--- src/rtl/ro_puf_sequencer.sv ---
// Ring-oscillator PUF measurement sequencer: per response bit it selects an RO pair,
// clears and gates the ripple counters for a fixed window, then compares the two counts.
module ro_puf_sequencer #(
  parameter int NUM_BITS = 8,
  parameter int SEL_W    = 5,
  parameter int CNT_W    = 8,
  parameter int WINDOW   = 256,
  parameter int SETTLE   = 4
) (
  input  logic                clk,
  input  logic                rst_n,
  input  logic                start,
  input  logic                abort,
  input  logic [SEL_W-1:0]    chal_seed,
  output logic [SEL_W-1:0]    sel_a,
  output logic [SEL_W-1:0]    sel_b,
  output logic                ro_en,
  output logic                cnt_clr,
  output logic                cnt_en,
  input  logic [CNT_W-1:0]    count_a,
  input  logic [CNT_W-1:0]    count_b,
  output logic                busy,
  output logic                done,
  output logic [NUM_BITS-1:0] response,
  output logic                tie_seen
);

  // state   | meaning
  // IDLE    | waiting for start, selects hold their last value
  // CLEAR   | counters cleared, oscillators enabled
  // PRE     | oscillators settle before the count window
  // COUNT   | counters gated for WINDOW cycles
  // POST    | ripple counters settle after gating
  // COMPARE | counts compared, result shifted into response
  // DONE    | one-cycle done pulse

  localparam int K_W   = (NUM_BITS > 1) ? $clog2(NUM_BITS) : 1;
  localparam int MAX_T = (WINDOW > SETTLE) ? WINDOW : SETTLE;
  localparam int TMR_W = $clog2(MAX_T + 1);

  typedef enum logic [2:0] {
    IDLE    = 3'd0,
    CLEAR   = 3'd1,
    PRE     = 3'd2,
    COUNT   = 3'd3,
    POST    = 3'd4,
    COMPARE = 3'd5,
    DONE    = 3'd6
  } state_t;

  state_t           state;
  state_t           state_next;
  logic [TMR_W-1:0] tmr;
  logic [K_W-1:0]   k;
  logic             tmr_done;
  logic             last_bit;

  assign tmr_done = (tmr == '0);
  assign last_bit = (k == K_W'(NUM_BITS - 1));

  always_ff @(posedge clk) begin
    if (!rst_n) state <= IDLE;
    else        state <= state_next;
  end

  always_comb begin
    state_next = state;
    case (state)
      IDLE:    if (start) state_next = CLEAR;
      CLEAR:   state_next = abort ? IDLE : PRE;
      PRE:     if (abort) state_next = IDLE; else if (tmr_done) state_next = COUNT;
      COUNT:   if (abort) state_next = IDLE; else if (tmr_done) state_next = POST;
      POST:    if (abort) state_next = IDLE; else if (tmr_done) state_next = COMPARE;
      COMPARE: if (abort) state_next = IDLE; else state_next = last_bit ? DONE : CLEAR;
      DONE:    state_next = IDLE;
      default: state_next = IDLE;
    endcase
  end

  always_comb begin
    ro_en   = 1'b0;
    cnt_clr = 1'b0;
    cnt_en  = 1'b0;
    busy    = 1'b0;
    done    = 1'b0;
    case (state)
      CLEAR:   begin ro_en = 1'b1; cnt_clr = 1'b1; busy = 1'b1; end
      PRE:     begin ro_en = 1'b1; busy = 1'b1; end
      COUNT:   begin ro_en = 1'b1; cnt_en = 1'b1; busy = 1'b1; end
      POST:    begin ro_en = 1'b1; busy = 1'b1; end
      COMPARE: begin ro_en = 1'b1; busy = 1'b1; end
      DONE:    done = 1'b1;
      default: ;
    endcase
  end

  // Phase timer is a down-counter loaded on every phase entry; the phase ends at zero.
  always_ff @(posedge clk) begin
    if (!rst_n) begin
      tmr <= '0;
    end else if (state_next != state) begin
      case (state_next)
        PRE:     tmr <= TMR_W'(SETTLE - 1);
        COUNT:   tmr <= TMR_W'(WINDOW - 1);
        POST:    tmr <= TMR_W'(SETTLE - 1);
        default: tmr <= '0;
      endcase
    end else if (!tmr_done) begin
      tmr <= tmr - 1'b1;
    end
  end

  // sel_a/sel_b carry the latched seed plus 2k, so they advance by two per bit.
  always_ff @(posedge clk) begin
    if (!rst_n) begin
      sel_a    <= '0;
      sel_b    <= '0;
      k        <= '0;
      response <= '0;
      tie_seen <= 1'b0;
    end else begin
      case (state)
        IDLE: begin
          if (start) begin
            sel_a    <= chal_seed;
            sel_b    <= chal_seed + SEL_W'(1);
            k        <= '0;
            response <= '0;
            tie_seen <= 1'b0;
          end
        end
        COMPARE: begin
          if (!abort) begin
            response[k] <= (count_a > count_b);
            if (count_a == count_b) tie_seen <= 1'b1;
            if (!last_bit) begin
              k     <= k + 1'b1;
              sel_a <= sel_a + SEL_W'(2);
              sel_b <= sel_b + SEL_W'(2);
            end
          end
        end
        default: ;
      endcase
    end
  end

endmodule

--- config.mk ---
export PLATFORM = sky130hd
export DESIGN_NAME = ro_puf_sequencer
export DESIGN_NICKNAME = d
export VERILOG_FILES = /design/src/rtl/ro_puf_sequencer.sv
export SDC_FILE = /design/constraint.sdc
export NUM_CORES = 1
export LEC_CHECK = 0
export BUFFER_PORTS_ARGS = -buffer_cell sky130_fd_sc_hd__buf_4
export CORE_MARGIN = 2
export CORE_UTILIZATION = 40
export DETAILED_ROUTE_END_ITERATION = 10
export PLACE_DENSITY = 0.72
export SLEW_MARGIN = 40
export SYNTH_ARGS = -nofsm -noshare
export SYNTH_HDL_FRONTEND = slang
export SYNTH_SLANG_ARGS = --single-unit
--- constraint.sdc ---
create_clock -name clk -period 5.4 [get_ports clk]
set_clock_uncertainty 0.2 [all_clocks]
set_input_delay 1.62 -clock clk [delete_from_list [all_inputs] [get_ports clk]]
set_output_delay 1.62 -clock clk [all_outputs]
set_load 0.02 [all_outputs]
==> impl_metrics.json, run 1 <==
{
  "vias_per_cell": 5.41,
  "yosysWarnings": 0,
  "clkSinkCount": 34,
  "required_ns": 3.58,
  "fin_crit_sh": 0.630,
  "placed_cell_area_um2": 2500,
  "status": "complete, no violations",
  "p_leak_nw": 1.12,
  "htreeDepth": 2,
  "die_x_um": 76.8,
  "cts_tree": "built",
  "place.gp.congestion": 0.756,
  "final_nets": 336,
  "crit_path_start_kind": "flip-flop",
  "drc": 0,
  "synth_enable_flop_cells": 0,
  "worstSetupPathType": "reg -> out",
  "max_slew.worst_pin.slew_ns": 0.716,
  "min_period_ns": 3.40,
  "yosysSeqAreaShare": 0.321,
  "yosysTopAreaCellShare": 0.321,
  "seq_power_share": 0.377,
  "wl_per_cell_um": 13.1,
  "synthFlopType": "dfxtp_1",
  "stdcell_area_um2": 2580,
  "area_growth_pct": 21.8,
  "cts_buffer_depth": 2,
  "grt_max_degree": 23,
  "grt_pass1_wl_mm": 7.97,
  "numPortBuffers": 48,
  "core_region_area_um2": 5110,
  "p_sw_w": 0.000329,
  "ys_types": 51,
  "diodes": 0,
  "drt_wl_total_mm": 4.81,
  "power_w": 0.000859,
  "clock.fmax_ghz": 0.294,
  "cts.reportedPaths.clkPinSlew_ns": 0.07,
  "fillers": 511,
  "worstPathArrival_ns": 1.58,
  "syn-instance-count": 253,
  "clock_latency_ns": 0.29,
  "regArea_um2": 681,
  "synth_area_um2": 2120,
  "setup_ws_ns": 2.00,
  "grt_pass1_vias": 1740,
  "cts_hold_buf": 0,
  "dr_total_vias": 1980,
  "overflow": 0,
  "ant_nets": 0,
  "antenna_found_initial": 0,
  "hold_viol": 0,
  "clock-root-buffer": "clkbuf_8",
  "syn_avg_cell_area_um2": 8.38,
  "synth_seq_cells": 34,
  "cts_buffers": 5,
  "p_comb_frac": 0.411,
  "cts-resized-gates": 0,
  "syn_nets": 293,
  "grtUsageTotal": 0.164,
  "powerDensity_nw_per_um2": 333,
  "setup_viol": 0,
  "ir_drop_mv": 0.133,
  "hold_path.class": "reg -> reg",
  "clock_power_share": 0.212,
  "synth_top_area_cell": "dfxtp_1",
  "intPower_w": 0.000530,
  "drv_slew": 0,
  "critPathCaptureType": "output port",
  "postCtsSetupBuffers": 0,
  "crit_path_max_fanout": 20,
  "drive_gt1_frac": 0.209,
  "relSlewSlack": 0.522,
  "async_flop_share": 0,
  "fin_setup_tns_ns": 0,
  "io_pins": 49,
  "dp_hpwl_mm": 3.44,
  "drv_cap": 0,
  "netSwitchingFraction": 0.383,
  "multiInputGateArea_um2": 1320,
  "post-place-ws_ns": 1.86,
  "dr.pass1.iters": 4,
  "die_h_um": 76.8,
  "rsz0062_at_grt": "false",
  "synth_area_leaders": "dfxtp_1, ha_1, a21oi_1, o211ai_1, xnor2_1",
  "drtIter0Drc": 92,
  "placementRows": 26,
  "dieArea_um2": 5900,
  "initial_core_util": 0.415
}
## layout by cell type, fill, tap and decap left out, types with 8 or more instances in the layout
cell type,netlist,routed
a21oi_1,22,21
buf_4,1,48
dfxtp_1,34,34
ha_1,15,15
inv_1,14,14
nand2_1,17,17
nand3_1,10,10
nor2_1,17,17
o211ai_1,10,10
o21ai_0,13,13
xnor2_1,8,8
## critical path: stages, from the launching register on
cell     delay (ns)
dfxtp_1        0.73
inv_1          0.16
nor3b_1        0.23
buf_4          0.17
## state kept, by name, indices dropped and copies added, names as in the netlist
name / cells
response: 8
tmr: 9
sel_a: 5
k: 3
state: 3
sel_b: 5
tie_seen: 1
## cell families after synthesis
kind of cell / share of synthesized area
buf+inv: 0.0572
flops: 0.321
fa+ha+maj: 0.0885
compound gates: 0.233
mux: 0.00944
xor+xnor: 0.0454
simple gates: 0.245
## worst paths after layout
path / start / cells after the start / slack, ns / endpoint
worst max-delay path: state[2] / 3 / 2.00 / done
worst min register to register: sel_a[0] / 2 / 0.30 / sel_a[0]
worst max register to register: state[1] / 3 / 3.04 / response[5]
worst min-delay path: sel_a[0] / 2 / 0.30 / sel_a[0]
## routing by layer
metal  up-vias  track usage  part of all wire
met5         -            0                 0
met4         0       0.0545             0.014
met3         7       0.0506             0.051
met2        43        0.267              0.47
met1       907        0.206              0.47
li1       1023            -                 -
## cell usage after synthesis, types with 4 or more instances
cell and count:
buf_2 4, nor3b_1 4, nand2b_1 7, nor3_1 6, nor2_1 17, o21ai_0 13
nand3_1 10, o211ai_1 10, nand2_1 17, inv_1 14, o41ai_1 6, ha_1 15
xnor2_1 8, a21o_1 5, a21oi_1 22, dfxtp_1 34
## cell type report
class	instances	share of cell area
multi-input combinational	193	0.512
tap	70	0.0339
sequential	34	0.264
timing repair buffer	48	0.140
clock inverter	2	0.00388
clock buffer	5	0.0266
inverter	14	0.0203
## power groups by stage
stage | sequential (W) | clock [W] | combinational [W]
CTS | 0.000323 | 0.000185 | 0.000352
global placement | 0.000327 | 0 | 0.000348
global route | 0.000329 | 0.000195 | 0.000399
finish | 0.000324 | 0.000182 | 0.000353
floorplan | 0.000324 | 0 | 0.000273
detailed placement | 0.000329 | 0 | 0.000349
## through the flow
| step | hold WS (ns) | utilization | std cells |
|---|---|---|---|
| 6_report | 0.296 | 0.506 | 366 |
| 5_1_grt | 0.318 | 0.506 | 366 |
| 4_1_cts | 0.294 | 0.505 | 366 |
| 3_5_place_dp | 0.278 | 0.489 | 359 |
| 3_3_place_gp | 0.279 | 0.489 | 359 |
| 2_1_floorplan | 0.270 | - | 253 |
Power figures use the tool's default switching activity.
==> inputs of run 2 (changes only) <==
Settings changed: ABC_AREA from default to 1.
Clock period 5.4 ns to 3.25 ns, I/O delays scaled along.
==> run 2 against run 1 <==
Against the previous run: hold slack worse by 0.028 ns; synthesized cell count up 21%; final cell count grew 16%; first-iteration DRC count rose by 7.6%; design area rose by 0.34%; power up 97%; combinational power increased by 130%; clock power grew 75%; utilization increased by 0.50 points.
==> impl_metrics.json, run 2 <==
{
  "grt_pass1_vias": 1910,
  "synth-compound-area-share": 0.162,
  "hold_viol": 0,
  "yosysWarnings": 0,
  "crit_chain": "nor2_2 -> nand2_1 -> nand3_1 -> buf_4",
  "wl_per_cell_um": 11.0,
  "final_cell_mix": "nand2_1, buf_4, dfxtp_1, inv_1, a21oi_1",
  "final_nets": 392,
  "seq_power_share": 0.326,
  "min_period_ns": 2.43,
  "rsz0062_at_grt": "false",
  "synthSimpleGateAreaFrac": 0.282,
  "setup_viol": 0,
  "crit_path_start_kind": "flip-flop",
  "drt_wl_total_mm": 4.64,
  "clkSinkCount": 34,
  "yosysTopAreaCellShare": 0.325,
  "clock-root-buffer": "clkbuf_8",
  "htreeDepth": 2,
  "fin_crit_sh": 0.748,
  "async_flop_share": 0,
  "synthAdderAreaFrac": 0.0896,
  "yosysSeqAreaShare": 0.325,
  "die_x_um": 76.4,
  "cts_hold_buf": 0,
  "ir_drop_mv": 0.346,
  "clock.fmax_ghz": 0.411,
  "cts_buffer_depth": 2,
  "crit_path_max_fanout": 8,
  "drive_gt1_frac": 0.221,
  "dieArea_um2": 5830,
  "worstSetupPathType": "reg -> out",
  "post-place-ws_ns": 0.673,
  "synth_seq_cells": 34,
  "grtUsageTotal": 0.167,
  "intPower_w": 0.000977,
  "top_regs": "tmr (9), response (8)",
  "numPortBuffers": 48,
  "setup_ws_ns": 0.819,
  "overflow": 0,
  "critPathCaptureType": "output port",
  "area_growth_pct": 23.6,
  "relSlewSlack": 0.660,
  "syn-instance-count": 305,
  "vias_per_cell": 4.82,
  "synth-xor-area-share": 0.0418,
  "cts.reportedPaths.clkPinSlew_ns": 0.07,
  "die_h_um": 76.4,
  "largest_reg_flops": 9,
  "synthFlopType": "dfxtp_1",
  "synth.most_common_cell": "nand2_1",
  "place.gp.congestion": 0.931,
  "required_ns": 2.07,
  "worst-path-buf-inv": 1,
  "drv_cap": 0,
  "p_leak_nw": 1.30,
  "dr.pass1.iters": 4,
  "max_flop_register": "tmr",
  "synth_top_family_by_area": "simple AND/OR/NAND/NOR gates",
  "drtIter0Drc": 99,
  "drv_slew": 0,
  "synth_enable_flop_cells": 0,
  "cp_slowest_stage_delay_ns": 0.51,
  "crit_family": "flip-flops",
  "synthMuxAreaShare": 0,
  "layout_commonest_cell": "nand2_1",
  "postCtsSetupBuffers": 0,
  "regArea_um2": 681,
  "syn_avg_cell_area_um2": 6.87,
  "synth_area_um2": 2100,
  "synth_top_area_cell": "dfxtp_1",
  "grt_max_degree": 19,
  "cts-resized-gates": 0,
  "syn_nets": 345,
  "p_sw_w": 0.000715,
  "clock_power_share": 0.189,
  "io_pins": 49,
  "ant_nets": 0,
  "diodes": 0,
  "multiInputGateArea_um2": 1210,
  "max_slew.worst_pin.slew_ns": 0.507,
  "fillers": 518,
  "final_util": 0.511,
  "worstPathArrival_ns": 1.26,
  "whs_ns": 0.268,
  "placementRows": 26,
  "dp_hpwl_mm": 3.59,
  "cts_buffers": 5,
  "antenna_found_initial": 0,
  "critPathSlowestCell": "dfxtp_1",
  "initial_core_util": 0.413,
  "fin_setup_tns_ns": 0,
  "netSwitchingFraction": 0.423,
  "status": "complete, no violations",
  "hold_path.class": "reg -> reg",
  "ys_types": 28,
  "ys_top_cells_by_count": "nand2_1, dfxtp_1, inv_1",
  "p_comb_frac": 0.485,
  "core_region_area_um2": 5070,
  "dr_total_vias": 2037,
  "cts_tree": "built",
  "grt_pass1_wl_mm": 8.13,
  "synth_area_leaders": "dfxtp_1, nand2_1, ha_1, a21oi_1, nand3_1",
  "drc": 0,
  "clock_latency_ns": 0.28,
  "powerDensity_nw_per_um2": 653
}
## run 2: changes by cell type after synthesis, moves of 7 or more
cell | before | now
nand2_1 | 17 | 67
inv_1 | 14 | 30
nand3_1 | 10 | 24
inv_2 | 0 | 11
o211ai_1 | 10 | 2
nand2b_1 | 7 | 0
o21ai_0 | 13 | 20
xnor2_1 | 8 | 1
## run 2: area by class of cell
type                       count  share of cell area
multi-input combinational    220               0.465
sequential                    34               0.263
timing repair buffer          49               0.142
inverter                      42              0.0608
tap                           70              0.0338
clock buffer                   7              0.0333
clock inverter                 1             0.00193
## run 2: final timing paths
check | endpoint | slack (ns) | cells past startpoint | startpoint
hold / removal | sel_b[0] | 0.27 | 2 | sel_b[0]
hold reg to reg | sel_b[0] | 0.27 | 2 | sel_b[0]
setup / recovery | ro_en | 0.82 | 4 | state[0]
setup reg to reg | tmr[4] | 0.83 | 11 | state[0]
## run 2: worst min-delay path, stage by stage (launching register included)
cell and delay, ns:
dfxtp_1 0.31, nand2_1 0.06, a21oi_1 0.05
## run 2: kinds of logic (layout without fill, tap and decap cells)
kind of cell             after synthesis  after routing
AO/OA/AOI/OAI                         62             62
buffers and inverters                 51             99
flip-flops                            34             34
XOR/XNOR                              10             10
adder cells (fa/ha/maj)               15             15
AND/OR/NAND/NOR                      133            133
## run 2: layer usage
layer  vias to the layer above  GRT usage  share of wire
li1                       1108          -              -
met1                       895      0.201           0.47
met2                        27      0.292           0.49
met3                         7     0.0332          0.036
met4                         0     0.0655          0.013
met5                         -          0              0
## run 2: through the flow
step           power [W]  instances  cell area (µm²)
2_1_floorplan    0.00120        305             2100
3_3_place_gp     0.00138        415             2500
3_5_place_dp     0.00137        415             2500
4_1_cts          0.00171        423             2590
5_1_grt          0.00185        423             2590
6_report         0.00169        423             2590
## run 2: power by group through the flow
stage	Sequential (W)	Clock, W	Combinational, W
final	0.000551	0.000319	0.000821
after CTS	0.000550	0.000332	0.000824
after global routing	0.000560	0.000350	0.000938
after detailed placement	0.000560	0	0.000814
after floorplan	0.000565	0	0.000638
after global placement	0.000558	0	0.000824
